### config.mk
export PLATFORM = sky130hd
export DESIGN_NAME = serv_sleep_ctrl
export DESIGN_NICKNAME = d
export VERILOG_FILES = /design/src/rtl/serv_sleep_ctrl.sv
export SDC_FILE = /design/constraint.sdc
export NUM_CORES = 1
export LEC_CHECK = 0
export ABC_AREA = 1
export BUFFER_PORTS_ARGS = -buffer_cell sky130_fd_sc_hd__buf_2
export CAP_MARGIN = 20
export CORE_AREA = 2 2 39 41
export CTS_CLUSTER_DIAMETER = 30
export DETAILED_ROUTE_END_ITERATION = 10
export DIE_AREA = 0 0 41 43
export GPL_TIMING_DRIVEN = 0
export HOLD_SLACK_MARGIN = 0.1
export PLACE_DENSITY = 0.39
export SLEW_MARGIN = 0
export SYNTH_ARGS = -nofsm -noshare
export SYNTH_HDL_FRONTEND = slang
export SYNTH_SLANG_ARGS = --single-unit
export TNS_END_PERCENT = 50
### constraint.sdc
create_clock -name i_clk -period 0.9 [get_ports i_clk]
set_clock_uncertainty 0.15 [all_clocks]
set_input_delay 0.225 -clock i_clk [delete_from_list [all_inputs] [get_ports i_clk]]
set_output_delay 0.225 -clock i_clk [all_outputs]
set_load 0.03 [all_outputs]
### src/rtl/serv_sleep_ctrl.sv
// serv_sleep_ctrl: WFI sleep/wakeup controller sitting between the CSR/IRQ inputs and
//   the clock-gating / top-level wake logic of the SERV core.
// Latency: SLEEP is entered one cycle after a WFI entry strobe. Wake is one cycle after
//   the wake condition, or WAKE_DELAY cycles after entering WAKE. All outputs are registered.
// Backpressure: none. entry is ignored while asleep or waking. Wake sources are sticky while asleep.
//
// Ports:
//   i_clk, i_rst      clock, synchronous active-high reset
//   i_irq, i_irq_en   NUM_IRQ interrupt levels and per-source wake enables
//   i_wfi, i_cnt0,    WFI decode qualified by serial counter cycle 0 and the init phase
//   i_init
//   o_sleep_req       level, core clock may be gated while high (SLEEP only)
//   o_wakeup_req      single-cycle wake pulse
//   o_sleeping        high in SLEEP or WAKE
//   o_pending         sticky wake sources captured while asleep
// Optional build macro SERV_SLEEP_DBG_EN adds i_dbg_req (unmaskable wake source) and
//   o_dbg_wake (flags that the last wake was caused by a debug request).
module serv_sleep_ctrl #(
  parameter int NUM_IRQ        = 2,
  parameter int WAKE_DELAY     = 0,
  parameter     RESET_STRATEGY = "MINI"
) (
  input  logic               i_clk,
  input  logic               i_rst,
  input  logic [NUM_IRQ-1:0] i_irq,
  input  logic [NUM_IRQ-1:0] i_irq_en,
  input  logic               i_wfi,
  input  logic               i_cnt0,
  input  logic               i_init,
`ifdef SERV_SLEEP_DBG_EN
  input  logic               i_dbg_req,
  output logic               o_dbg_wake,
`endif
  output logic               o_sleep_req,
  output logic               o_wakeup_req,
  output logic               o_sleeping,
  output logic [NUM_IRQ-1:0] o_pending
);

  localparam int CW = (WAKE_DELAY > 0) ? $clog2(WAKE_DELAY + 1) : 1;
  localparam logic [CW-1:0] DELAY_LOAD = (WAKE_DELAY > 0) ? CW'(WAKE_DELAY - 1) : '0;

  localparam logic [1:0] RUN   = 2'd0;
  localparam logic [1:0] SLEEP = 2'd1;
  localparam logic [1:0] WAKE  = 2'd2;

  logic [1:0]    state;
  logic [CW-1:0] cnt;
  logic          entry;
  logic          dbg_cond;
  logic          wake_cond;

  assign entry = i_wfi & i_cnt0 & i_init;

`ifdef SERV_SLEEP_DBG_EN
  assign dbg_cond = i_dbg_req;
`else
  assign dbg_cond = 1'b0;
`endif

  // Pending bits take part, so a source that pulsed and dropped while asleep
  // still wakes the core once its enable is set.
  assign wake_cond = (|((i_irq | o_pending) & i_irq_en)) | dbg_cond;

  always_ff @(posedge i_clk) begin
    o_wakeup_req <= 1'b0;
    case (state)
      RUN: begin
        if (entry) begin
`ifdef SERV_SLEEP_DBG_EN
          o_dbg_wake <= 1'b0;
`endif
          if (wake_cond) begin
            // WFI acts as a NOP. The inversion keeps the pulse from ever lasting
            // two cycles when entry lands on the cycle a wake pulse is already out.
            o_wakeup_req <= ~o_wakeup_req;
          end else begin
            state       <= SLEEP;
            o_sleep_req <= 1'b1;
            o_sleeping  <= 1'b1;
          end
        end
      end
      SLEEP: begin
        o_pending <= o_pending | i_irq;
        if (wake_cond) begin
          o_sleep_req <= 1'b0;
`ifdef SERV_SLEEP_DBG_EN
          if (i_dbg_req) o_dbg_wake <= 1'b1;
`endif
          if (WAKE_DELAY == 0) begin
            state        <= RUN;
            o_wakeup_req <= 1'b1;
            o_sleeping   <= 1'b0;
            o_pending    <= '0;
          end else begin
            state <= WAKE;
            cnt   <= DELAY_LOAD;
          end
        end
      end
      WAKE: begin
        // Once started, the wake runs to completion even if the source drops.
        if (cnt == '0) begin
          state        <= RUN;
          o_wakeup_req <= 1'b1;
          o_sleeping   <= 1'b0;
          o_pending    <= '0;
        end else begin
          cnt <= cnt - 1'b1;
        end
      end
      default: state <= RUN;
    endcase

    if (i_rst) begin
      state <= RUN;
      if (RESET_STRATEGY != "NONE") begin
        o_sleep_req  <= 1'b0;
        o_wakeup_req <= 1'b0;
        o_sleeping   <= 1'b0;
        o_pending    <= '0;
        cnt          <= '0;
`ifdef SERV_SLEEP_DBG_EN
        o_dbg_wake   <= 1'b0;
`endif
      end
    end
  end

endmodule
* Word-level counts from Yosys, hierarchy flattened *
Cells that the tools add are included.

storage, ports and cells
  bits in registers = 8
  input bits = 9
  output and inout bits = 5
  word-level logic and storage cells = 46

operators by class
  $add $sub $neg = 1
  equality and inequality tests = 6
  muxes and demuxes = 19
  bitwise logic cells = 5
  reduce and logical (&&, ||, !) cells = 9

operators by type and width
  operator                                              number
  2-to-1 mux 2 bit                                      5
  2-to-1 mux 1 bit                                      9
  != test 2 bit (second input constant)                 4
  AND reduction 4 bit                                   2
  case mux 1 bit (3 select lines)                       2
  case mux 2 bit (3 select lines)                       1
  AND reduction 5 bit                                   1
  case mux 2 bit (2 select lines)                       1
  nonzero test 2 bit                                    2
  nonzero test 3 bit                                    1
  AND 1 bit                                             2
  AND 2 bit                                             1
  equality test 2 x 1 -> 1 bit (second input constant)  1
  equality test 2 bit (second input constant)           1
  logical NOT 2 bit                                     1
  bitwise OR 2 bit                                      1
  case mux 1 bit (2 select lines)                       1
  AND reduction 2 bit                                   1
  OR reduction 2 bit                                    1
  NOT 1 bit                                             1
  subtractor 1 bit (second input constant)              1

* Depth between registers and ports, before layout *
Gate-level depths: netlist of the first run.

  depth after elaboration = 6
  mapped depth = 4
  depth with buffers taken out = 4

* Worst setup path before layout of the first run *
Ideal clock, no wire load.

  path kind = register to output
  start point = register o_sleeping
  end point = output o_sleeping
  data arrival time = 0.812 ns
  required time = 0.525 ns
  slack = -0.287 ns
  stages on the path, launching flop included = 2
  buffers on the path = 1
  cells stage by stage = dfxtp_1 buf_4

RTL lines
  what                    line  text
  from (decl)             36    output logic o_sleeping,
  from (signal assigned)  80    o_sleeping <= 1'b1;
  from (signal assigned)  94    o_sleeping <= 1'b0;
  from (signal assigned)  107   o_sleeping <= 1'b0;

No word-level cell between the ends.

* Worst setup path after layout of the first run *
  start point = register o_sleeping
  end point = output o_sleeping

No word-level cell between the ends.

==> impl_metrics.yaml, run 1 <==
synthesis:
  ys_seq_elements: 4
  syn_inst: 26
  synth_flop_cell: "dfxtp_1"
  yosysTopAreaCellShare: 0.454
  avgSynthCellArea_um2: 6.79
  synthArstFlopShare: 0
  yosysWarnings: 0
  synthesis.area_um2: 176
  synth_nets: 35
  seq_area_frac_synth: 0.454
  yosysTopAreaCell: "dfxtp_1"
  ys_top_cells_by_area: "dfxtp_1 45%, nand2_1 11%, inv_1 8.5%"
  ys_top_cells_by_count: "5 x nand2_1, 4 x dfxtp_1, 4 x inv_1, 4 x nor2_1"
  synth_edf_count: 0
  yosys.cell_count.top_type: "nand2_1"
  synth_cell_types: 9
final_layout:
  antenna_cells: 0
  postLayoutCellArea_um2: 392
  multiInputGateArea_um2: 106
  area_delta_synth_final_pct: 122
  regArea_um2: 92.6
  fill_cells: 149
  drive_gt1_frac: 0.630
  fin_nets: 56
pwr:
  vdd_drop_max_mv: 0.303
  power_frac_clock: 0.476
  p_sw_mw: 0.127
  netSwitchingFraction: 0.248
  p_int_mw: 0.386
  total_leakage_power_nw: 0.198
  powerDensity_nw_per_um2: 1310
  pwr-share-seq: 0.351
  combPwrFrac: 0.173
setup_path:
  cp-end-kind: "output pin"
  critPathKind: "reg2out"
  cp_cell_sequence: "buf_6 > buf_6"
  path_max_fanout: 3
  cpPeakStageDelay_ns: 0.34
  worstPathRequired_ns: 0.52
  critPathSlowestCell: "dfxtp_4"
  start_kind: "flip-flop"
  critPathArrivalTime_ns: 0.81
  path_common_cell: "buf_6"
routing:
  drtPass1Iterations: 1
  first_iter_violations: 0
  post_drt_wl_per_cell_um: 8.13
  viasPerCell: 3.60
  vias: 223
  drc: 0
  ant_nets: 0
  wirelength_um: 504
placement:
  place_area_um2: 285
  gp_congestion: 0.633
  place_ws_ns: -0.120
  io_buffers: 13
worst_hold_path:
  min_path_type: "in2reg"
grt:
  grt_pass1_wl_um: 841
  track_usage: 0.0763
  gr-total-overflow: 0
  first_global_vias: 213
  grt_max_degree: 7
  antenna_found_initial: 0
sta:
  setup_viol: 9
  drv_slew: 0
  post-route-period-util: 1.31
  maxSlewHeadroom: 0.899
  setup_ws_ns: -0.282
  rsz0062_at_grt: "yes"
  max_freq_ghz: 0.846
  hold_viol_final: 0
  period_minus_slack_ns: 1.18
  worst_pin_slew_ns: 0.152
clock_tree:
  cts_made_buffers: 3
  ctsRootBufferMaster: "clkbuf_4"
  clock_path_buffers: 2
  htreeDepth: 1
  cts_num_sinks: 4
  clk_pin_slew_ns: 0.04
  cts_tree: "built"
  clk_latency_ns: 0.24
floorplanning:
  rows: 14
  die_area_um2: 1760
  die_width_um: 41
  initial_core_util: 0.127
  die_h_um: 43
  fp.coreArea_um2: 1380
  io_pins: 14
run:
  maxCapViolations: 0
outcome:
  outcome: "finished, violations left"
  violations: "setup timing"
==> area by class of cell <==
type,instances,area share
multi-input cells,17,0.272
plain buffers,1,0.0288
repair buffers,16,0.307
clock buffers,4,0.0671
flip-flops and latches,4,0.236
inverters,4,0.0383
well taps,16,0.0511
==> final timing paths <==
| kind | from | to | slack, ns | depth (start not counted) |
|---|---|---|---|---|
| setup reg to reg | o_pending[1] | o_wakeup_req | -0.14 | 5 |
| hold reg to reg | o_wakeup_req | o_wakeup_req | 0.38 | 3 |
| setup / recovery | o_sleeping | o_sleeping | -0.28 | 2 |
| hold / removal | i_rst | o_sleeping | 0.0004 | 2 |
==> critical path, delay by kind of cell, from the launching register on <==
family / cells / cell delay (ns)
flip-flops: 1 / 0.34
buffers and inverters: 2 / 0.23
==> cells by family after synthesis <==
logic type	after synthesis	synth area share
simple gates	11	0.248
flops	4	0.454
buf+inv	5	0.128
compound gates	6	0.170
==> stage by stage <==
step	utilization	instances	TNS (ns)	total power [mW]	hold slack [ns]
floorplan	-	26	-0.0661	0.218	0.138
global placement	0.206	55	-0.374	0.249	0.254
detailed placement	0.206	55	-0.360	0.248	0.247
CTS	0.259	62	-1.66	0.517	-0.0103
global route	0.283	62	-1.79	0.549	0.00878
finish	0.283	62	-1.47	0.513	0.000401
==> per-layer routing <==
metal	track usage	routed length [um]
met3	0.0524	65
met5	0	0
met4	0.0600	0
met1	0.116	244
met2	0.0656	194
==> power groups by stage <==
stage | sequential [mW] | combinational, mW | clock (mW)
floorplan | 0.193 | 0.0256 | 0
global placement | 0.185 | 0.0640 | 0
detailed placement | 0.184 | 0.0636 | 0
CTS | 0.180 | 0.0766 | 0.261
global route | 0.180 | 0.0968 | 0.272
finish | 0.180 | 0.0888 | 0.244
==> placed cells by master, fill, tap and decap left out, drive strengths merged <==
cell type and instances:
clkbuf 4, nor2 4, dfxtp 4, a21oi 2, nand3 2, o21ai 4, nand2 5, buf 17
inv 4
==> registers in the layout (all words and copies together) (netlist names) <==
signal / count
o_wakeup_req: 1
o_sleeping: 1
o_pending: 2
==> repair_timing <==
action / 4_1_cts / 5_1_grt
setup endpoints to repair: 8 / 9
gates resized for setup: 8 / 7
setup buffers: 3 / 0
pin swaps: 0 / 0
gates cloned: 0 / 0
endpoints found under the hold margin: 1 / 1
No activity file was read; power rests on OpenSTA's default activity.
==> inputs of run 2 (changes only) <==
SETUP_SLACK_MARGIN = 0.4   (was default)
==> impl_metrics.yaml, run 2 (synthesis results as in run 1) <==
placement:
  gp_congestion: 0.634
  io_buffers: 13
  place_ws_ns: -0.120
  place_area_um2: 285
final_layout:
  drive_gt1_frac: 0.630
  largestRegisters: "o_pending: 2 flops, o_sleeping: 1 flops, o_wakeup_req: 1 flops"
  largest_register: "o_pending"
  largest_reg_flops: 2
  antenna_cells: 0
  fin_nets: 56
  regArea_um2: 92.6
  layout_commonest_cell: "buf_2"
  final_cell_mix: "9 x buf_2, 7 x buf_6, 4 x nor2_1, 4 x inv_1, 4 x nand2_1"
  area_delta_synth_final_pct: 122
  multiInputGateArea_um2: 106
  postLayoutCellArea_um2: 392
  fill_cells: 149
worst_hold_path:
  hold_depth: 2
  min_path_type: "in2reg"
setup_path:
  start_kind: "flip-flop"
  critPathArrivalTime_ns: 0.81
  reg2reg_depth: 5
  cp-end-kind: "output pin"
  path_max_fanout: 3
  critPathKind: "reg2out"
  worstPathRequired_ns: 0.52
sta:
  hold_viol_final: 0
  period_minus_slack_ns: 1.18
  drv_slew: 0
  maxSlewHeadroom: 0.899
  rsz0062_at_grt: "yes"
  finalSetupTns_ns: -1.47
  post-route-period-util: 1.31
  worst_pin_slew_ns: 0.152
  max_freq_ghz: 0.846
  setup_ws_ns: -0.282
  setup_viol: 9
grt:
  grt_use_met3: 0.0524
  track_usage: 0.0763
  grt_pass1_wl_um: 841
  antenna_found_initial: 0
  use_met2: 0.0656
  first_global_vias: 213
  gr-total-overflow: 0
  grt_max_degree: 7
  top_usage_layer: "met1"
  grtUsageMet1: 0.116
routing:
  first_iter_violations: 2
  viasPerCell: 3.60
  post_drt_wl_per_cell_um: 8.10
  wirelength_um: 502
  drc: 0
  vias: 223
  ant_nets: 0
  drtPass1Iterations: 2
pwr:
  p_int_mw: 0.386
  pwr-share-seq: 0.352
  powerDensity_nw_per_um2: 1310
  netSwitchingFraction: 0.247
  p_sw_mw: 0.126
  combPwrFrac: 0.173
  p_total_mw: 0.512
  total_leakage_power_nw: 0.198
  vdd_drop_max_mv: 0.301
  power_frac_clock: 0.475
floorplanning:
  die_h_um: 43
  initial_core_util: 0.127
  fp.coreArea_um2: 1380
  die_width_um: 41
  die_area_um2: 1760
  io_pins: 14
  rows: 14
clock_tree:
  clock_path_buffers: 2
  cts_made_buffers: 3
  clk_pin_slew_ns: 0.04
  cts_tree: "built"
  cts_num_sinks: 4
  ctsRootBufferMaster: "clkbuf_4"
  clk_latency_ns: 0.24
  htreeDepth: 1
outcome:
  violations: "setup timing"
  outcome: "finished, violations left"
run:
  maxCapViolations: 0
-- run 2: cell counts in the layout (fill, tap and decap cells not counted) --
No cell type changed its count.
-- run 2: power by group through the flow --
stage	sequential, mW	combinational (mW)	clock [mW]
5_1_grt	0.180	0.0968	0.272
3_5_place_dp	0.184	0.0636	0
3_3_place_gp	0.185	0.0640	0
4_1_cts	0.180	0.0766	0.261
2_1_floorplan	0.193	0.0256	0
6_report	0.180	0.0887	0.243
-- run 2: what timing repair did --
item / CTS / global route
endpoints found under the setup margin: 9 / 9
endpoints found under the hold margin: 1 / 1
buffers inserted: 3 / 0
resized for setup: 8 / 7
-- run 2: final timing paths --
check,slack [ns],to,from
worst max-delay path,-0.28,o_sleeping,o_sleeping
worst min-delay path,0.0007,o_sleeping,i_rst
worst max register to register,-0.14,o_wakeup_req,o_pending[1]
worst min register to register,0.38,o_wakeup_req,o_wakeup_req
-- run 2: routing by layer --
| metal | up-vias | share of wire |
|---|---|---|
| met4 | 0 | 0 |
| met1 | 91 | 0.47 |
| met5 | - | 0 |
| met2 | 12 | 0.39 |
| li1 | 120 | - |
| met3 | 0 | 0.13 |
-- run 2: layout make-up --
class,count,area share
clock buffer,4,0.0671
timing repair buffer,16,0.307
sequential,4,0.236
buffer,1,0.0288
multi-input combinational,17,0.272
tap,16,0.0511
inverter,4,0.0383
-- run 2: per-stage QoR --
step                      hold WS, ns  std cells  utilization
after global placement          0.254         55        0.206
after CTS                     -0.0103         62        0.259
after global routing          0.00878         62        0.283
after floorplan                 0.138         26            -
after detailed placement        0.247         55        0.206
final                        0.000683         62        0.283
-- run 2: critical path: stages, from the launching register on --
cell	delay [ns]
dfxtp_4	0.34
buf_6	0.11
buf_6	0.12
==> inputs of run 3 (changes only) <==
PLACE_DENSITY = 0.41   (was 0.39)
==> impl_metrics.yaml, run 3 (synthesis results as in run 1) <==
worst_hold_path:
  min_path_type: "in2reg"
  holdCritStartpoint: "i_rst"
  hold_depth: 2
  min_to: "o_sleeping"
setup_path:
  critPathKind: "reg2out"
  cp-end-kind: "output pin"
  path_max_fanout: 3
  worstPathRequired_ns: 0.52
  rr_startpoint: "o_sleeping"
  r2r-end: "o_pending[0]"
  reg2reg_depth: 6
  start_kind: "flip-flop"
  critPathArrivalTime_ns: 0.81
  r2r_slack_ns: -0.18
floorplanning:
  io_pins: 14
  die_width_um: 41
  die_area_um2: 1760
  initial_core_util: 0.127
  fp.coreArea_um2: 1380
  die_h_um: 43
  rows: 14
routing:
  drc: 0
  vias: 234
  first_iter_violations: 2
  ant_nets: 0
  wirelength_um: 503
  drtPass1Iterations: 4
  viasPerCell: 3.71
  post_drt_wl_per_cell_um: 7.98
final_layout:
  largestRegisters: "o_pending: 2 flops, o_sleeping: 1 flops, o_wakeup_req: 1 flops"
  fin_nets: 57
  area_delta_synth_final_pct: 121
  layout_commonest_cell: "buf_2"
  largest_register: "o_pending"
  largest_reg_flops: 2
  antenna_cells: 0
  postLayoutCellArea_um2: 389
  drive_gt1_frac: 0.638
  final_cell_mix: "9 x buf_2, 7 x buf_6, 4 x nor2_1, 4 x inv_1"
  final_cells: 63
  final_util: 0.281
clock_tree:
  clk_pin_slew_ns: 0.04
  cts_tree: "built"
  clock_path_buffers: 2
  cts_made_buffers: 3
  cts_num_sinks: 4
  htreeDepth: 1
  ctsRootBufferMaster: "clkbuf_4"
  clk_latency_ns: 0.24
run:
  maxCapViolations: 0
pwr:
  powerDensity_nw_per_um2: 1330
  p_total_mw: 0.519
  total_leakage_power_nw: 0.203
  vdd_drop_max_mv: 0.402
sta:
  hold_ws_ns: 0.00171
  finalSetupTns_ns: -1.69
  period_minus_slack_ns: 1.18
  worst_pin_slew_ns: 0.150
  maxSlewHeadroom: 0.900
  rsz0062_at_grt: "yes"
  post-route-period-util: 1.31
  drv_slew: 0
  max_freq_ghz: 0.847
  setup_viol: 9
  setup_ws_ns: -0.281
  hold_viol_final: 0
grt:
  grt_max_degree: 5
  first_global_vias: 177
  grt_pass1_wl_um: 662
  antenna_found_initial: 0
  gr-total-overflow: 0
  track_usage: 0.0634
placement:
  place_area_um2: 285
  gp_congestion: 0.614
  placedCellCount: 55
  place_ws_ns: -0.119
  io_buffers: 13
outcome:
  outcome: "finished, violations left"
  violations: "setup timing"
## run 3: how the worst max path moves through the flow
stage,startpoint,endpoint,slack (ns),cells after the start
5_1_grt,o_sleeping,o_sleeping,-0.29,2
3_5_place_dp,o_sleeping,o_sleeping,-0.12,2
6_report,o_sleeping,o_sleeping,-0.28,2
2_1_floorplan,o_sleeping,o_sleeping,-0.03,1
3_3_place_gp,o_sleeping,o_sleeping,-0.12,2
4_1_cts,o_sleeping,o_sleeping,-0.29,2
## run 3: area by class of cell
| cell class | count | area, um^2 |
|---|---|---|
| Clock buffer | 4 | 26.3 |
| Buffer | 1 | 11.3 |
| Sequential cell | 4 | 92.6 |
| Multi-Input combinational cell | 17 | 96.3 |
| Timing Repair Buffer | 17 | 128 |
| Tap cell | 16 | 20.0 |
| Fill cell | 161 | 995 |
| Inverter | 4 | 15.0 |
## run 3: repair_timing
| action | 4_1_cts | 5_1_grt |
|---|---|---|
| cloned | 0 | 0 |
| pin swaps | 0 | 1 |
| setup buffers | 4 | 0 |
| gates resized for setup | 8 | 6 |
| setup endpoints to repair | 9 | 9 |
| hold endpoints to repair | 1 | 1 |
## run 3: critical path, cell delays in order, from the launching register on
cell and delay (ns):
dfxtp_4 0.34, buf_6 0.11, buf_6 0.12
## run 3: power breakdown
part | internal, mW | total, mW | switching [mW]
Combinational | 0.0434 | 0.0868 | 0.0434
Clock | 0.167 | 0.252 | 0.0845
Sequential | 0.176 | 0.180 | 0.00404
## run 3: routing by layer
| metal | track usage | part of all wire | up-vias |
|---|---|---|---|
| met2 | 0.0563 | 0.36 | 12 |
| li1 | - | - | 125 |
| met3 | 0.0314 | 0.13 | 2 |
| met1 | 0.0874 | 0.50 | 95 |
| met4 | 0.0800 | 0.012 | 0 |
| met5 | 0 | 0 | - |
